--- config.mk ---
export PLATFORM = sky130hd
export DESIGN_NAME = syn_cir_adder
export DESIGN_NICKNAME = d
export VERILOG_FILES = /design/src/rtl/syn_cir_adder.sv
export SDC_FILE = /design/constraint.sdc
export NUM_CORES = 1
export LEC_CHECK = 0
export CAP_MARGIN = 20
export CORE_ASPECT_RATIO = 0.9
export CORE_MARGIN = 3
export CORE_UTILIZATION = 48
export CTS_CLUSTER_DIAMETER = 80
export DETAILED_ROUTE_END_ITERATION = 16
export GPL_ROUTABILITY_DRIVEN = 0
export HOLD_SLACK_MARGIN = 0.03
export PLACE_DENSITY = 0.8
export REMOVE_ABC_BUFFERS = 1
export SYNTH_ARGS = -nofsm -noshare
export SYNTH_HDL_FRONTEND = slang
export SYNTH_SLANG_ARGS = --single-unit
--- constraint.sdc ---
create_clock -name clk1 -period 2.43 [get_ports clk1]
set_input_delay 0.486 -clock clk1 [delete_from_list [all_inputs] [get_ports clk1]]
set_output_delay 0.486 -clock clk1 [all_outputs]
set_load 0.02 [all_outputs]
--- src/rtl/syn_cir_adder.sv ---
// syn_cir_adder: two-stage pipelined four-operand adder with carry-in and overflow flag
module syn_cir_adder #(
  parameter int WIDTH = 8
) (
  input  logic             clk1,
  input  logic             clk2,
  input  logic [WIDTH-1:0] a,
  input  logic [WIDTH-1:0] b,
  input  logic [WIDTH-1:0] c,
  input  logic [WIDTH-1:0] d,
  input  logic             cin,
  input  logic             rst,
  output logic             cout,
  output logic [WIDTH-1:0] sum
);
  logic [WIDTH:0]   p1, p2;
  logic [WIDTH+1:0] total;
  logic             unused_clk2;
  assign unused_clk2 = clk2;
  assign total = (WIDTH+2)'(p1) + (WIDTH+2)'(p2);
  always_ff @(posedge clk1 or negedge rst)
    if (!rst) begin
      p1   <= '0;
      p2   <= '0;
      sum  <= '0;
      cout <= 1'b0;
    end else begin
      p1   <= (WIDTH+1)'(a) + (WIDTH+1)'(b) + (WIDTH+1)'(cin);
      p2   <= (WIDTH+1)'(c) + (WIDTH+1)'(d);
      sum  <= total[WIDTH-1:0];
      cout <= |total[WIDTH+1:WIDTH];
    end
endmodule

[Word-level counts from Yosys, hierarchy flattened]
Cells that the tools add are included.
Storage, ports and cells
  output and inout port bits: 9
  bits in registers: 27
Cells by class
  reduce and logical (&&, ||, !) cells: 1
  add/sub/neg operators: 4
Operators with widths (count)
  adder 8 x 8 -> 9 bit: 2
  adder 9 x 9 -> 10 bit: 1
  adder 9 x 1 -> 9 bit: 1
  OR reduction 2 bit: 1

[Logic depth before layout (Yosys ltp)]
Gate-level depths: netlist (run 1).
  depth after elaboration: 2
  mapped depth: 6
  gate-level depth less buffers: 6

[Least setup slack after synthesis (run 1)]
OpenSTA, ideal clock, no wires.
  kind: input to register
  start: in a[0]
  end: reg p1[8]
  path buffers: 0
  stages on the path: 6
  slack: 0.233 ns
  arrival: 2.068 ns
  cells stage by stage: fa_1 -> fa_1 -> a21o_1 -> a21oi_2 -> o21ai_1 -> o41a_1
Between the ends
  cells in the longest elaborated chain, start to end: 2
RTL lines
  start: declaration: RTL line 7  | input logic [WIDTH-1:0] a,
  adder 8 x 8 -> 9 bit: RTL line 28  | p1 <= (WIDTH+1)'(a) + (WIDTH+1)'(b) + (WIDTH+1)'(cin);
  adder 9 x 1 -> 9 bit: RTL line 28
  end signal: assignment: RTL line 28
  end: declaration: RTL line 16  | logic [WIDTH:0] p1, p2;
No other way between the ends.

[Worst setup path after layout (run 1)]
Ends and elaborated chain as after synthesis.

==> results of run 1 <==
synth_stat cells (3+ instances only):
library cell / n
o21ai_1: 3
nand2_1: 7
o211ai_1: 5
xor2_1: 8
dfrtp_1: 27
nor2_1: 11
nor3_1: 5
ha_1: 24
xnor2_1: 10
a21o_1: 3
fa_1: 4
inv_1: 7
nand3_1: 6
a21oi_1: 7
layer usage:
metal	routed length (um)	part of all wire	vias up
met5	0	0	-
met4	54	0.016	0
met3	122	0.037	6
met2	1900	0.57	32
met1	1260	0.38	612
li1	-	-	634
metrics by stage:
stage | worst slack, ns | power (W) | cells
after detailed placement | -0.275 | 0.00148 | 236
after CTS | 0.00847 | 0.00173 | 240
final | 0.0727 | 0.00171 | 240
after global routing | 0.00887 | 0.00184 | 240
after global placement | -0.245 | 0.00143 | 236
after floorplan | 0.233 | 0.00116 | 147
registers in the layout, summed over array words and instances (netlist names):
signal / flops
cout: 1
sum: 8
p2: 9
p1: 9
power breakdown:
group	leakage [nW]	internal, W	switching, W
clock network	0.0228	0.000117	0.000131
logic	0.634	0.000423	0.000418
registers	0.316	0.000580	0.0000460
total	0.972	0.00112	0.000595
layout make-up:
| class | count | area [um2] |
|---|---|---|
| Clock buffer | 4 | 45.0 |
| Fill cell | 253 | 968 |
| Inverter | 7 | 26.3 |
| Multi-Input combinational cell | 113 | 957 |
| Sequential cell | 27 | 676 |
| Tap cell | 42 | 52.6 |
| Timing Repair Buffer | 47 | 460 |
kinds of logic (layout without fill, tap and decap cells):
family,Yosys count,after routing,share of synthesized area
and+or+nand+nor,32,32,0.0876
adders and majority gates,28,28,0.230
xor gates and xnor gates,18,18,0.0952
AOI/OAI and AO/OA,34,34,0.158
buffers and inverters,7,58,0.0159
DFF,27,27,0.408
muxes,1,1,0.00604
repair_timing:
item,in CTS,in global routing
endpoints found under the setup margin,0,1
endpoints found under the hold margin,0,0
resized for setup,0,1
final timing paths:
| check | startpoint | end | cells after the start |
|---|---|---|---|
| worst max register to register | p1[0] | cout | 6 |
| max in group asynchronous | rst | p1[5] | 2 |
| worst min register to register | p2[0] | sum[0] | 1 |
| min in group asynchronous | rst | sum[4] | 2 |
| worst min-delay path | p2[0] | sum[0] | 1 |
| worst max-delay path | a[0] | p1[8] | 7 |
==> results.yml, run 1 <==
logic_synthesis:
  synth-seq-area-share: 0.408
  syn_avg_cell_area_um2: 11.3
  ys_async_sr_fraction: 1.00
  netlist_instances: 147
  syn_area_um2: 1660
  synth_top_cell_area_share: 0.408
  synth-seq-cells: 27
  synth_ff_type: "dfrtp_1"
  netlist_top_cells_area: "dfrtp_1 41%, ha_1 18%, xnor2_1 5.3%"
  synth_cell_types: 28
  yosysTopAreaCell: "dfrtp_1"
  synth_edf_count: 0
  ys_warn_count: 0
finish:
  stdcell_area_um2: 2220
  synthToLayoutAreaGrowth_pct: 33.8
  layout_commonest_cell: "clkdlybuf4s50_1"
  drive_gt1_frac: 0.0707
  final_cell_mix: "43 x clkdlybuf4s50_1, 27 x dfrtp_1, 24 x ha_1"
  final_util: 0.696
  fin_nets: 263
  n_antenna_cell: 0
detailed_routing:
  drtIter0Drc: 52
  drt_first_pass_iters: 4
  drtAntennaViolNets: 0
  drc: 0
  drt_wl_total_um: 3340
  num_vias: 1284
  wl_per_cell_um: 13.9
  routed_via_density: 5.35
global_routing:
  grt_pass1_wl_um: 5780
  grt.total_usage: 0.186
  grt_use_met2: 0.361
  grt_util_met3: 0.0216
  gr-total-overflow: 0
  antenna_found_initial: 0
  grt_max_degree: 28
  grt.met1_usage: 0.215
  grt.busiest_layer: "met2"
  grt_pass1_vias: 1341
floorplanning:
  io_pins: 45
  die_width_um: 67.9
  dieArea_um2: 4190
  fp.dieH_um: 61.7
  start_util: 0.520
  core_region_area_um2: 3190
  rows: 19
sta:
  timing.final.hold_violations: 0
  finalSetupViolCount: 0
  fin_setup_tns_ns: 0
  relSlewSlack: 0.758
  finClkSkew_ns: 0.00272
  fmax_ghz: 0.424
  slew_viol_final: 0
  rsz0062_at_grt: "no"
  holdWs_ns: 0.477
  worstMarginPinSlew_ns: 0.362
  final.min_clock_period_ns: 2.36
  period_share: 0.970
setup_path:
  crit_fanout: 3
  cpLargestDelayFamily: "adder cells"
  crit_slowest_cell: "clkdlybuf4s50_1"
  cp.required_ns: 2.58
  crit_arrival_ns: 2.51
  worstPathCellList: "clkdlybuf4s50_1 > fa_2 > fa_1 > a21o_1 > a21oi_2 > o21ai_1 > o41a_1"
  crit_type: "in -> reg"
  r2r_slack_ns: 0.49
  cp-start-kind: "primary input"
  crit_buf_inv: 1
  worstSetupEndpointType: "flop"
  max_stage_delay_ns: 0.44
clock_tree:
  cts_hold_buf: 0
  clk_pin_slew_ns: 0.09
  cts_tree: "done"
  htreeDepth: 1
  numCtsBuffers: 3
  clk_latency_ns: 0.27
  cts_setup_buffers: 0
  numClockSinks: 27
  cts-root-buf: "clkbuf_8"
  clock_path_buffers: 2
outcome:
  status: "finished clean"
place:
  dpl-instance-area_um2: 2170
  port_buffers: 43
  dp_hpwl_um: 2900
pwr:
  p_per_area_nw_per_um2: 773
  p_leak_nw: 0.972
  vdd_drop_max_v: 0.000334
flow_run:
  drv_cap: 0
min_path:
  hp-class: "reg -> reg"
No activity file was read; power rests on OpenSTA's default activity.
==> run 2, diff against run 1 <==
--- a/config.mk
+++ b/config.mk
@@ -15,6 +15,7 @@
 export HOLD_SLACK_MARGIN = 0.03
 export PLACE_DENSITY = 0.8
 export REMOVE_ABC_BUFFERS = 1
+export SLEW_MARGIN = 20
 export SYNTH_ARGS = -nofsm -noshare
 export SYNTH_HDL_FRONTEND = slang
 export SYNTH_SLANG_ARGS = --single-unit
==> results of run 2 <==
No change in the layout: final DEF, timing and power equal those of run 1.
